--- config.mk ---
export PLATFORM = sky130hd
export DESIGN_NAME = layer_tile_scheduler_flat
export DESIGN_NICKNAME = d
export VERILOG_FILES = /design/src/rtl/layer_tile_scheduler_if.sv /design/src/rtl/layer_tile_scheduler.sv /design/src/flat_wrapper.sv
export SDC_FILE = /design/constraint.sdc
export NUM_CORES = 1
export LEC_CHECK = 0
export ABC_AREA = 1
export ABC_CLOCK_PERIOD_IN_PS = 9500
export CAP_MARGIN = 10
export CELL_PAD_IN_SITES_DETAIL_PLACEMENT = 0
export CELL_PAD_IN_SITES_GLOBAL_PLACEMENT = 1
export CORE_ASPECT_RATIO = 0.8
export CORE_MARGIN = 4
export CORE_UTILIZATION = 47
export CTS_CLUSTER_SIZE = 24
export DETAILED_ROUTE_END_ITERATION = 8
export DONT_BUFFER_PORTS = 1
export GPL_TIMING_DRIVEN = 0
export PLACE_DENSITY = 0.89
export SYNTH_ARGS = -nofsm -noshare
export SYNTH_HDL_FRONTEND = slang
export SYNTH_SLANG_ARGS = --single-unit
--- constraint.sdc ---
create_clock -name clk -period 9.5 [get_ports clk]
set_input_delay 0.95 -clock clk [delete_from_list [all_inputs] [get_ports clk]]
set_output_delay 0.95 -clock clk [all_outputs]
set_load 0.01 [all_outputs]
--- src/rtl/layer_tile_scheduler_if.sv ---
// Handshake/config bundle between a job controller (master) and the layer tile
// scheduler (slave).
interface layer_tile_scheduler_if #(
  parameter int DIM_WIDTH = 10,
  parameter int CH_WIDTH  = 11
);
  logic                   start;
  logic                   abort;
  logic                   mem_ready;
  logic [1:0]             cfg_kernel;
  logic [CH_WIDTH-1:0]    cfg_channel;
  logic [CH_WIDTH-1:0]    cfg_filter;
  logic [DIM_WIDTH-1:0]   cfg_ifm_size;
  logic                   load_ifm;
  logic                   load_wgt;
  logic                   reset_pe;
  logic                   write_out_en;
  logic                   busy;
  logic                   done;
  logic                   cfg_err;
  logic [2*DIM_WIDTH-1:0] pix_tile;
  logic [CH_WIDTH-1:0]    flt_tile;
  logic [31:0]            perf_cycles;

  modport master (
    output start, abort, mem_ready, cfg_kernel, cfg_channel, cfg_filter, cfg_ifm_size,
    input  load_ifm, load_wgt, reset_pe, write_out_en, busy, done, cfg_err,
           pix_tile, flt_tile, perf_cycles
  );

  modport slave (
    input  start, abort, mem_ready, cfg_kernel, cfg_channel, cfg_filter, cfg_ifm_size,
    output load_ifm, load_wgt, reset_pe, write_out_en, busy, done, cfg_err,
           pix_tile, flt_tile, perf_cycles
  );
endinterface

--- src/rtl/layer_tile_scheduler.sv ---
// Walks a conv layer tile by tile (pixel tiles inner, filter tiles outer) through
// LOAD/COMPUTE/WRITE/NEXT. Optional busy-cycle counter: define SCHED_PERF_CNT_EN.
module layer_tile_scheduler #(
  parameter int SYSTOLIC_SIZE = 16,
  parameter int DIM_WIDTH     = 10,
  parameter int CH_WIDTH      = 11
) (
  input logic                  clk,
  input logic                  rst,
  layer_tile_scheduler_if.slave bus
);
  localparam int S_LOG2 = $clog2(SYSTOLIC_SIZE);
  localparam int PW     = 2*DIM_WIDTH + 1;
  localparam int FW     = CH_WIDTH + 1;
  localparam int LW     = CH_WIDTH + 4;
  localparam int CW     = (LW > 8) ? LW : 8;

  typedef enum logic [2:0] {
    ST_IDLE, ST_LOAD, ST_COMPUTE, ST_WRITE, ST_NEXT, ST_DONE
  } state_t;

  state_t                 state_q, state_d;
  logic [CW-1:0]          cnt_q, cnt_d;
  logic [1:0]             k_q, k_d;
  logic [CH_WIDTH-1:0]    c_q, c_d, f_q, f_d;
  logic [DIM_WIDTH-1:0]   w_q, w_d;
  logic [2*DIM_WIDTH-1:0] pix_tile_q, pix_tile_d;
  logic [CH_WIDTH-1:0]    flt_tile_q, flt_tile_d;
  logic load_q, load_d, reset_pe_q, reset_pe_d, write_q, write_d;
  logic busy_q, busy_d, done_q, done_d, cfg_err_q, cfg_err_d;
  logic accept, cfg_ok, last_pix, last_flt;

  logic [DIM_WIDTH-1:0]   ow;
  logic [PW-1:0]          pix_cnt, pt;
  logic [FW-1:0]          ft;
  logic [LW-1:0]          l_len;

  // Tile geometry from the latched config; PW/FW leave headroom for the rounding add.
  always_comb begin
    ow       = w_q - DIM_WIDTH'(k_q) + DIM_WIDTH'(1);
    pix_cnt  = PW'(ow) * PW'(ow);
    pt       = (pix_cnt + PW'(SYSTOLIC_SIZE - 1)) >> S_LOG2;
    ft       = (FW'(f_q) + FW'(SYSTOLIC_SIZE - 1)) >> S_LOG2;
    l_len    = LW'(k_q) * LW'(k_q) * LW'(c_q);
    last_pix = (PW'(pix_tile_q) == pt - PW'(1));
    last_flt = (FW'(flt_tile_q) == ft - FW'(1));
    cfg_ok   = (bus.cfg_kernel == 2'd1 || bus.cfg_kernel == 2'd3) &&
               (|bus.cfg_channel) && (|bus.cfg_filter) &&
               (bus.cfg_ifm_size >= DIM_WIDTH'(bus.cfg_kernel));
  end

  always_comb begin
    // NOTE: every signal gets a default first so no path through the case infers a latch.
    state_d    = state_q;
    cnt_d      = cnt_q;
    k_d        = k_q;
    c_d        = c_q;
    f_d        = f_q;
    w_d        = w_q;
    pix_tile_d = pix_tile_q;
    flt_tile_d = flt_tile_q;
    load_d     = 1'b0;
    cfg_err_d  = 1'b0;
    accept     = 1'b0;

    case (state_q)
      ST_IDLE: if (bus.start) begin
        if (cfg_ok) begin
          accept     = 1'b1;
          state_d    = ST_LOAD;
          k_d        = bus.cfg_kernel;
          c_d        = bus.cfg_channel;
          f_d        = bus.cfg_filter;
          w_d        = bus.cfg_ifm_size;
          pix_tile_d = '0;
          flt_tile_d = '0;
        end else begin
          cfg_err_d  = 1'b1;
        end
      end
      // cnt_q counts issued strobes; the L-th beat is the cycle its registered strobe is high.
      ST_LOAD: if (load_q && cnt_q == CW'(l_len)) begin
        state_d = ST_COMPUTE;
        cnt_d   = '0;
      end
      ST_COMPUTE: if (cnt_q == CW'(2*SYSTOLIC_SIZE - 3)) begin
        state_d = ST_WRITE;
        cnt_d   = '0;
      end else begin
        cnt_d   = cnt_q + CW'(1);
      end
      ST_WRITE: if (cnt_q == CW'(SYSTOLIC_SIZE - 1)) begin
        state_d = ST_NEXT;
        cnt_d   = '0;
      end else begin
        cnt_d   = cnt_q + CW'(1);
      end
      ST_NEXT: if (last_pix && last_flt) begin
        state_d = ST_DONE;
      end else begin
        state_d = ST_LOAD;
        if (last_pix) begin
          pix_tile_d = '0;
          flt_tile_d = flt_tile_q + CH_WIDTH'(1);
        end else begin
          pix_tile_d = pix_tile_q + (2*DIM_WIDTH)'(1);
        end
      end
      ST_DONE: state_d = ST_IDLE;
      default: state_d = ST_IDLE;
    endcase

    if (bus.abort && state_q != ST_IDLE) state_d = ST_IDLE;

    if (state_d == ST_LOAD) begin
      load_d = bus.mem_ready && (state_q != ST_LOAD || cnt_q < CW'(l_len));
      cnt_d  = ((state_q == ST_LOAD) ? cnt_q : '0) + CW'(load_d);
    end
  end

  always_comb begin
    busy_d     = (state_d != ST_IDLE);
    write_d    = (state_d == ST_WRITE);
    reset_pe_d = (state_d == ST_NEXT);
    done_d     = (state_d == ST_DONE);
  end

  // NOTE: sequential state uses non-blocking assignment so all flops update together.
  always_ff @(posedge clk) begin
    if (rst) begin
      state_q    <= ST_IDLE;
      cnt_q      <= '0;
      k_q        <= '0;
      c_q        <= '0;
      f_q        <= '0;
      w_q        <= '0;
      pix_tile_q <= '0;
      flt_tile_q <= '0;
      load_q     <= 1'b0;
      reset_pe_q <= 1'b0;
      write_q    <= 1'b0;
      busy_q     <= 1'b0;
      done_q     <= 1'b0;
      cfg_err_q  <= 1'b0;
    end else begin
      state_q    <= state_d;
      cnt_q      <= cnt_d;
      k_q        <= k_d;
      c_q        <= c_d;
      f_q        <= f_d;
      w_q        <= w_d;
      pix_tile_q <= pix_tile_d;
      flt_tile_q <= flt_tile_d;
      load_q     <= load_d;
      reset_pe_q <= reset_pe_d;
      write_q    <= write_d;
      busy_q     <= busy_d;
      done_q     <= done_d;
      cfg_err_q  <= cfg_err_d;
    end
  end

`ifdef SCHED_PERF_CNT_EN
  logic [31:0] perf_q, perf_d;

  always_comb begin
    perf_d = perf_q;
    if (accept)                  perf_d = '0;
    else if (busy_q && ~&perf_q) perf_d = perf_q + 32'd1;
  end

  always_ff @(posedge clk) begin
    if (rst) perf_q <= '0;
    else     perf_q <= perf_d;
  end

  assign bus.perf_cycles = perf_q;
`else
  assign bus.perf_cycles = '0;
`endif

  assign bus.load_ifm     = load_q;
  assign bus.load_wgt     = load_q;
  assign bus.reset_pe     = reset_pe_q;
  assign bus.write_out_en = write_q;
  assign bus.busy         = busy_q;
  assign bus.done         = done_q;
  assign bus.cfg_err      = cfg_err_q;
  assign bus.pix_tile     = pix_tile_q;
  assign bus.flt_tile     = flt_tile_q;
endmodule
--- src/flat_wrapper.sv ---
// flat-port wrapper written by rule: the top's interface ports become plain ports
module layer_tile_scheduler_flat 
#(
  parameter int SYSTOLIC_SIZE = 16,
  parameter int DIM_WIDTH     = 10,
  parameter int CH_WIDTH      = 11
)
  (clk, rst, bus_start, bus_abort, bus_mem_ready, bus_cfg_kernel, bus_cfg_channel, bus_cfg_filter, bus_cfg_ifm_size, bus_load_ifm, bus_load_wgt, bus_reset_pe, bus_write_out_en, bus_busy, bus_done, bus_cfg_err, bus_pix_tile, bus_flt_tile, bus_perf_cycles);
  layer_tile_scheduler_if #(.DIM_WIDTH(DIM_WIDTH), .CH_WIDTH(CH_WIDTH)) bus_i ();
  input logic clk;
  input logic rst;
  input wire logic [$bits(bus_i.start)-1:0] bus_start;
  input wire logic [$bits(bus_i.abort)-1:0] bus_abort;
  input wire logic [$bits(bus_i.mem_ready)-1:0] bus_mem_ready;
  input wire logic [$bits(bus_i.cfg_kernel)-1:0] bus_cfg_kernel;
  input wire logic [$bits(bus_i.cfg_channel)-1:0] bus_cfg_channel;
  input wire logic [$bits(bus_i.cfg_filter)-1:0] bus_cfg_filter;
  input wire logic [$bits(bus_i.cfg_ifm_size)-1:0] bus_cfg_ifm_size;
  output wire logic [$bits(bus_i.load_ifm)-1:0] bus_load_ifm;
  output wire logic [$bits(bus_i.load_wgt)-1:0] bus_load_wgt;
  output wire logic [$bits(bus_i.reset_pe)-1:0] bus_reset_pe;
  output wire logic [$bits(bus_i.write_out_en)-1:0] bus_write_out_en;
  output wire logic [$bits(bus_i.busy)-1:0] bus_busy;
  output wire logic [$bits(bus_i.done)-1:0] bus_done;
  output wire logic [$bits(bus_i.cfg_err)-1:0] bus_cfg_err;
  output wire logic [$bits(bus_i.pix_tile)-1:0] bus_pix_tile;
  output wire logic [$bits(bus_i.flt_tile)-1:0] bus_flt_tile;
  output wire logic [$bits(bus_i.perf_cycles)-1:0] bus_perf_cycles;
  assign bus_i.start = bus_start;
  assign bus_i.abort = bus_abort;
  assign bus_i.mem_ready = bus_mem_ready;
  assign bus_i.cfg_kernel = bus_cfg_kernel;
  assign bus_i.cfg_channel = bus_cfg_channel;
  assign bus_i.cfg_filter = bus_cfg_filter;
  assign bus_i.cfg_ifm_size = bus_cfg_ifm_size;
  assign bus_load_ifm = bus_i.load_ifm;
  assign bus_load_wgt = bus_i.load_wgt;
  assign bus_reset_pe = bus_i.reset_pe;
  assign bus_write_out_en = bus_i.write_out_en;
  assign bus_busy = bus_i.busy;
  assign bus_done = bus_i.done;
  assign bus_cfg_err = bus_i.cfg_err;
  assign bus_pix_tile = bus_i.pix_tile;
  assign bus_flt_tile = bus_i.flt_tile;
  assign bus_perf_cycles = bus_i.perf_cycles;
  layer_tile_scheduler #(.SYSTOLIC_SIZE(SYSTOLIC_SIZE), .DIM_WIDTH(DIM_WIDTH), .CH_WIDTH(CH_WIDTH)) u_core (.clk(clk), .rst(rst), .bus(bus_i));
endmodule
* Word-level counts from Yosys, hierarchy flattened
Cells that the tools add are included.
** Operators by class
- Bitwise operators :: 3
- Add/subtract/negate cells :: 10
- Reductions and logical operators :: 22
- $mul :: 3
- Equal/unequal tests :: 21
- Magnitude comparators :: 2
- Multiplexer cells :: 25
** Operators by type and width (count)
- $mux W20 :: 4
- $mux W15 :: 5
- $pmux W15 S3 :: 1
- $mux W11 :: 4
- $pmux W20 S2 :: 1
- $pmux W11 S2 :: 1
- $reduce_or A11 Y1 :: 2
- $add A20 B4 Y21 const B :: 1
- $eq A20 B21 Y1 :: 1
- $mux W3 :: 7
- $add A20 B1 Y20 const B :: 1
- $mul A10 B10 Y20 :: 1
- $sub A17 B1 Y18 const B :: 1
- $add A15 B1 Y15 :: 1
- $add A15 B1 Y15 const B :: 1
- $eq A15 B15 Y1 :: 1
- $eq A15 B4 Y1 const B :: 1
- $eq A15 B5 Y1 const B :: 1
- $lt A15 B15 Y1 :: 1
- $mul A4 B11 Y15 :: 1
- $pmux W3 S5 :: 1
- $add A11 B4 Y12 const B :: 1
- $eq A11 B12 Y1 :: 1
- $add A11 B1 Y11 const B :: 1
- other kinds (27) :: 45
** Storage, ports and cells
- Output and inout port bits :: 70
- Bits in registers :: 89
- Logic and storage cells :: 100

* Longest topological paths before layout
Gate-level depths: netlist (run 1).
- Depth after elaboration :: 13
- Mapped depth :: 49
- Gate-level depth less buffers :: 48

* Worst setup path after synthesis (run 1)
Ideal clock, no wire load.
- Path kind :: register to register
- From :: register u_core.w_q[1]
- To :: register u_core.pix_tile_q[10], in the netlist u_core.bus.pix_tile[10]
- Buffers on the path :: 2
- Cell stages (with the launch flop) :: 43
- Data arrival time :: 7.169 ns
- Setup time :: 0.118 ns
- Setup slack :: 2.213 ns
- Path through :: dfxtp_1 > inv_1 > ha_1 > inv_1 > ha_1 > inv_1 > fa_1 > nand3b_1 > nand2_1 > a21oi_1 > or2_2 > nand2_1 > inv_1 > nand2_1 > fa_1 > fa_1 > fa_1 > fa_1 > (+7 left out) > inv_1 > nand3_1 > nand2_1 > nand2_1 > nor2_1 > nand2_4 > inv_4 > nand3_2 > nor2_2 > nand2_2 > nand3_2 > nor2_4 > nand3_4 > nand2_4 > buf_6 > buf_8 > nor3_1 > nor2_1
** On the way
- Word-level cells in the longest chain between the ends :: 9
- Elaborated cells between the ends (all ways) :: 12
- Classes of those cells :: add/sub (4); mul (1); eq/ne (2); mux (3); reduce/logical (2)
** RTL lines
- from (decl) :: RTL line layer_tile_scheduler.sv:26 : logic [DIM_WIDTH-1:0] w_q, w_d;
- from (signal assigned) :: RTL line layer_tile_scheduler.sv:151 : w_q <= w_d;
- $sub A10 B2 Y10 (*) :: RTL line layer_tile_scheduler.sv:40 : ow = w_q - DIM_WIDTH'(k_q) + DIM_WIDTH'(1);
- $add A10 B1 Y10 (*) :: RTL line layer_tile_scheduler.sv:40
- $mul A10 B10 Y20 (*) :: RTL line layer_tile_scheduler.sv:41 : pix_cnt = PW'(ow) * PW'(ow);
- $add A20 B4 Y21 (*) :: RTL line layer_tile_scheduler.sv:42 : pt = (pix_cnt + PW'(SYSTOLIC_SIZE - 1)) >> S_LOG2;
- $sub A17 B1 Y18 (*) :: RTL line layer_tile_scheduler.sv:45 : last_pix = (PW'(pix_tile_q) == pt - PW'(1));
- $eq A20 B21 Y1 (*) :: RTL line layer_tile_scheduler.sv:45
- $mux W20 / $logic_and A1 B1 Y1 (equally long branches) :: RTL line layer_tile_scheduler.sv:102, layer_tile_scheduler.sv:98
- $mux W20 / $ne A2 B2 Y1 (equally long branches)
- $pmux W20 S2 / $reduce_and A4 Y1 (equally long branches)
- to (signal assigned) :: RTL line layer_tile_scheduler.sv:152 : pix_tile_q <= pix_tile_d;
- to (decl) :: RTL line layer_tile_scheduler.sv:27 : logic [2*DIM_WIDTH-1:0] pix_tile_q, pix_tile_d;
Mark *: on every way between the ends. The rest lies on a longest branch, timed or not. The select of a mux whose other input is x is not followed.
A chain may end at the register's enable or synchronous reset.

* Final worst setup path (run 1)
- From :: register u_core.w_q[1]
- To :: register u_core.cnt_q[10]
** On the way
- Word-level cells in the longest chain between the ends :: 13
- Elaborated cells between the ends (all ways) :: 15
- Classes of those cells :: add/sub (4); mul (1); eq/ne (3); mux (4); reduce/logical (3)
** RTL lines
- $sub A10 B2 Y10 (*) :: RTL line layer_tile_scheduler.sv:40
- $add A10 B1 Y10 (*) :: RTL line layer_tile_scheduler.sv:40
- $mul A10 B10 Y20 (*) :: RTL line layer_tile_scheduler.sv:41
- $add A20 B4 Y21 (*) :: RTL line layer_tile_scheduler.sv:42
- $sub A17 B1 Y18 (*) :: RTL line layer_tile_scheduler.sv:45
- $eq A20 B21 Y1 (*) :: RTL line layer_tile_scheduler.sv:45
- $logic_and A1 B1 Y1 (*) :: RTL line layer_tile_scheduler.sv:98 : ST_NEXT: if (last_pix && last_flt) begin
- $mux W3 (*) :: RTL line layer_tile_scheduler.sv:98
- $pmux W3 S5 (*) :: RTL line layer_tile_scheduler.sv:66 : case (state_q)
- $mux W3 (*) :: RTL line layer_tile_scheduler.sv:113 : if (bus.abort && state_q != ST_IDLE) state_d = ST_IDLE;
- $eq A3 B1 Y1 (*) :: RTL line layer_tile_scheduler.sv:115 : if (state_d == ST_LOAD) begin
- $ne A3 B1 Y1 (no line) / $reduce_bool A4 Y1 (equally long branches)
- $reduce_and A2 Y1 (no line)
- to (signal assigned) :: RTL line layer_tile_scheduler.sv:147 : cnt_q <= cnt_d;
- to (decl) :: RTL line layer_tile_scheduler.sv:23 : logic [CW-1:0] cnt_q, cnt_d;
Mark *: on every way between the ends. The rest lies on a longest branch, timed or not.

==> impl_metrics.json, run 1 <==
{
  "ys_seq_area_share_pct": 15.46,
  "die_y_um": 148.0,
  "final.setup.tns_ns": 0,
  "grt_pass1_wl_mm": 49.69,
  "yosysWarnings": 0,
  "synth_compound_area_share_pct": 9.306,
  "async_reset_ff_share_pct": 0,
  "first_pass_iters": 5,
  "post_cts_resized": 0,
  "vias": 10810,
  "synth_fa_ha_area_share_pct": 22.46,
  "drc": 0,
  "synthFlopType": "dfxtp_1",
  "yosys.area_share.simple_pct": 33.64,
  "slew_viol_final": 0,
  "hold_viol_final": 0,
  "cts_inserted_buffers": 9,
  "io_pins": 109,
  "fin_nets": 2031,
  "die_x_um": 183.1,
  "area_growth_pct": 6.852,
  "fin_area_um2": 12310,
  "worstPathArrival_ns": 8.53,
  "path_class": "register to register",
  "row_count": 50,
  "gp_congestion": 0.9196,
  "drive_gt1_share_pct": 7.890,
  "cts.path.max_buffers": 2,
  "finalCritPeriodShare_pct": 87.53,
  "dieArea_um2": 27100,
  "cp_slowest_cell": "fa_1",
  "hpwl_mm": 25.19,
  "drtAntennaViolNets": 0,
  "ctsHtreeMaxLevel": 3,
  "tightest_slew_ns": 1.000,
  "grt_overflow": 0,
  "cts_root_buffer": "clkbuf_16",
  "ctsHoldBuffers": 0,
  "synth.distinct_cells": 50,
  "grt_pass1_vias": 9800,
  "drv_cap": 0,
  "grt_max_degree": 17,
  "cp-start-kind": "register",
  "holdCritPathClass": "register to register",
  "viasPerCell": 5.060,
  "synth_top_cell_area_share_pct": 15.46,
  "place_ws_ns": 1.231,
  "initial_utilization_pct": 48.47,
  "regArea_um2": 1782,
  "synth_largest_area_cell": "dfxtp_1",
  "rsz0062_at_grt": "no",
  "clk_latency_ns": 0.37,
  "synthXorXnorAreaFrac_pct": 4.713,
  "fillers": 2472,
  "multi_input_area_um2": 8203,
  "cts_sinks": 89,
  "place_area_um2": 12030,
  "status": "completed",
  "end_kind": "register",
  "critPathMaxFanout": 10,
  "worstPathRequired_ns": 9.71,
  "syn-cell-area_um2": 11520,
  "synth-edff-count": 0,
  "syn_area_per_cell_um2": 6.484,
  "drt_iter0_drc": 664,
  "ys_top_cells_by_area": "dfxtp_1 (15%), nand2_1 (13%), ha_1 (12%), inv_1 (10%), fa_1 (10%)",
  "slew_headroom_pct": 32.71,
  "cts.clk_slew.worst_paths_ns": 0.06,
  "tritoncts": "done",
  "synthMuxAreaShare_pct": 0,
  "critPathMaxStageDelay_ns": 0.55,
  "wl_per_cell_um": 14.07,
  "antenna_cells": 0,
  "layout_setup_ws_ns": 1.184,
  "post_cts_buffers": 0,
  "final.min_clock_period_ns": 8.316,
  "max_freq_mhz": 120.3,
  "grtUsageTotal_pct": 22.27,
  "routed_wl_mm": 30.06,
  "fp.coreArea_um2": 23770,
  "setup_viol": 0,
  "antenna_found_initial": 1,
  "synth-seq-cells": 89,
  "fin_skew_ns": 0.02339,
  "synth_commonest_cells": "nand2_1 (385), inv_1 (312), nor2_1 (191)",
  "synth_top_family_by_area": "simple AND/OR/NAND/NOR gates",
  "netlist_instances": 1777,
  "yosysMostFrequentCell": "nand2_1",
  "port_buffers": 0
}
-- final cells by class --
cell class                 count  area share (%)
clock inverter                 6          0.4065
buffer                        69           3.577
multi-input combinational   1328           66.63
tap                          312           3.171
clock buffer                  10           1.860
sequential                    89           14.47
inverter                     323           9.888
-- worst max-delay path, delay by kind of cell, from the launching register on --
family,cells,cell delay [ns]
compound gates,1,0.09
fa+ha+maj,9,3.75
buf+inv,6,0.66
flops,1,0.30
simple gates,24,3.35
-- path summary, 6_finish.rpt --
kind                 start                to  slack, ns  cells after the start
min reg2reg  u_core.w_q[1]     u_core.w_q[1]       0.47                      2
min          u_core.w_q[1]     u_core.w_q[1]       0.47                      2
max          u_core.w_q[1]  u_core.cnt_q[10]       1.18                     40
max reg2reg  u_core.w_q[1]  u_core.cnt_q[10]       1.18                     40
-- stage by stage --
step                util (%)  hold slack (ns)  instances
global placement       50.62           0.4491       2121
global route           51.79           0.4908       2137
finish                 51.79           0.4705       2137
floorplan                  -           0.4353       1809
CTS                    51.79           0.4697       2137
detailed placement     50.62           0.4611       2121
-- metal layers --
layer  vias up  routed length, um  track usage [%]  part of all wire, %
met5         -                  0                0                    0
met4         0                407            4.579                  1.4
met3        25               1808            3.469                  6.0
met2       276              11840            32.10                   39
met1      4861              16000            34.86                   53
li1       5651                  -                -                    -
-- cell families after synthesis --
kind of cell,after synthesis
adders and majority gates,172
other,1
and+or+nand+nor,868
buffers and inverters,392
AOI/OAI and AO/OA,193
DFF,89
xor gates and xnor gates,62
-- placed cells by master (no fill, tap or decap), drive strengths merged, types with 2 or more instances in the layout --
cell type and instances:
a211oi 2, nor3 25, nor3b 2, ha 114, nor2 205, o22ai 4, or2 5, fa 58
nand3 154, nand3b 5, a21oi 102, dfxtp 89, inv 322, xnor2 13, and3 2, clkbuf 35
xor2 49, conb 33, buf 44, nand4 32, nor4 17, nand2 419, o21ai 71, clkinv 6
o21bai 6
-- sequential cells by signal (all words and copies together), names as in the netlist --
| signal | count |
|---|---|
| u_core.bus.pix_tile | 20 |
| u_core.cnt_q | 15 |
| u_core.bus.flt_tile | 11 |
| u_core.c_q | 11 |
| u_core.f_q | 11 |
| u_core.w_q | 10 |
| u_core.state_q | 3 |
| u_core.k_q | 2 |
| u_core.bus.busy | 1 |
| u_core.bus.cfg_err | 1 |
| u_core.bus.done | 1 |
| u_core.bus.load_ifm | 1 |
| u_core.bus.reset_pe | 1 |
| u_core.bus.write_out_en | 1 |
Power of run 1 is left out: the tool's default activity adds up to more than one toggle a clock period on the data nets, which glitch-free logic cannot reach.
==> run 2, diff against run 1 <==
--- a/config.mk
+++ b/config.mk
@@ -17,7 +17,7 @@
 export DETAILED_ROUTE_END_ITERATION = 8
 export DONT_BUFFER_PORTS = 1
 export GPL_TIMING_DRIVEN = 0
-export PLACE_DENSITY = 0.89
+export PLACE_DENSITY = 0.83
 export SYNTH_ARGS = -nofsm -noshare
 export SYNTH_HDL_FRONTEND = slang
 export SYNTH_SLANG_ARGS = --single-unit
==> impl_metrics.json, run 2 (same netlist as run 1, synthesis figures left out) <==
{
  "status": "completed",
  "tritoncts": "done",
  "setup_viol": 0,
  "critPathMaxStageDelay_ns": 0.54,
  "initial_utilization_pct": 48.47,
  "fin_nets": 2031,
  "rr_endpoint": "u_core.cnt_q[10]",
  "crit_cells": 39,
  "dieArea_um2": 27100,
  "cts_sinks": 89,
  "drv_cap": 0,
  "final.setup.tns_ns": 0,
  "first_pass_iters": 5,
  "ctsHoldBuffers": 0,
  "wl_per_cell_um": 14.42,
  "largest_reg_flops": 20,
  "grt_pass1_vias": 9773,
  "path_class": "register to register",
  "final_cell_mix": "nand2_1 (385), inv_1 (312), nor2_1 (191)",
  "ctsHtreeMaxLevel": 3,
  "viasPerCell": 5.049,
  "clk_latency_ns": 0.36,
  "end_kind": "register",
  "routed_wl_mm": 30.81,
  "worst-r2r-cell-count": 39,
  "slew_viol_final": 0,
  "cp-start-kind": "register",
  "tightest_slew_ns": 0.8574,
  "cts.clk_slew.worst_paths_ns": 0.07,
  "drive_gt1_share_pct": 7.836,
  "port_buffers": 0,
  "drtAntennaViolNets": 0,
  "grtUsageTotal_pct": 22.76,
  "vias": 10790,
  "hold_path_depth": 2,
  "finalCritPeriodShare_pct": 88.33,
  "cts_root_buffer": "clkbuf_16",
  "drc": 0,
  "antenna_found_initial": 1,
  "hold_start": "u_core.f_q[7]",
  "hpwl_mm": 25.79,
  "rrSetupSlack_ns": 1.11,
  "post_cts_resized": 0,
  "critPathMaxFanout": 10,
  "grt_pass1_wl_mm": 50.45,
  "max_freq_mhz": 119.2,
  "fillers": 2461,
  "finish.utilization_pct": 51.87,
  "post_cts_buffers": 0,
  "die_y_um": 148.0,
  "row_count": 50,
  "die_x_um": 183.1,
  "final.min_clock_period_ns": 8.392,
  "slew_headroom_pct": 42.32,
  "grt_overflow": 0,
  "io_pins": 109,
  "fin_skew_ns": 0.01118,
  "hold_viol_final": 0,
  "drt_iter0_drc": 689,
  "final_common_cell": "nand2_1",
  "antenna_cells": 0,
  "cts.path.max_buffers": 2,
  "crit_family": "adder cells",
  "gp_congestion": 0.9029,
  "fp.coreArea_um2": 23770,
  "worstPathRequired_ns": 9.72,
  "rsz0062_at_grt": "no",
  "holdCritPathClass": "register to register",
  "cp_slowest_cell": "fa_1",
  "area_growth_pct": 7.015,
  "worst_r2r_startpoint": "u_core.k_q[1]",
  "hold_end": "u_core.f_q[7]",
  "worstPathArrival_ns": 8.61,
  "cp_num_buf_inv": 5,
  "cts_inserted_buffers": 9,
  "grt_max_degree": 15
}
run 2: cell types whose count changed in the layout (fill, tap and decap cells not counted), sizes merged:
cell    before  now
clkinv       6    5
clkbuf      35   37
bufinv       0    1
inv        322  320
run 2: area by class of cell:
type	instances	area [um2]	share of cell area, %
multi-input cells	1328	8203	66.52
plain buffers	69	440.4	3.572
clock inverters	4	51.30	0.4160
well taps	312	390.4	3.166
inverters	323	1217	9.873
clock buffers	12	246.5	1.999
flip-flops and latches	89	1782	14.45
run 2: worst register-to-register path, delay by kind of cell (launching register included):
| family | cells | cell delay, ns |
|---|---|---|
| adder cells (fa/ha/maj) | 9 | 3.72 |
| AO/OA/AOI/OAI | 1 | 0.10 |
| flip-flops | 1 | 0.39 |
| AND/OR/NAND/NOR | 24 | 3.42 |
| buffers and inverters | 5 | 0.63 |
run 2: worst max-delay path by stage:
stage                  start                      end
5_1_grt        u_core.w_q[1]         u_core.cnt_q[10]
6_report       u_core.k_q[1]         u_core.cnt_q[10]
4_1_cts        u_core.w_q[1]         u_core.cnt_q[10]
3_5_place_dp   u_core.w_q[1]         u_core.cnt_q[10]
2_1_floorplan  u_core.w_q[1]  u_core.bus.pix_tile[10]
3_3_place_gp   u_core.w_q[1]         u_core.cnt_q[10]
run 2: per-layer routing:
layer  part of all wire (%)  vias to the layer above  global-route usage (%)
li1                       -                     5657                       -
met1                     52                     4847                   34.35
met2                     41                      264                   34.07
met3                    5.8                       22                   4.256
met4                    1.1                        0                   4.170
met5                      0                        -                       0
run 2: per-stage QoR:
stage               hold WS (ns)  setup WS [ns]  instance area (um2)  instances
global placement          0.4549          1.162                12030       2121
finish                    0.4723          1.108                12330       2137
CTS                       0.4730          1.135                12330       2137
global route              0.5087         0.4513                12330       2137
detailed placement        0.4616          1.176                12030       2121
floorplan                 0.4353          2.213                11640       1809
Power of run 2 is left out for the same reason.
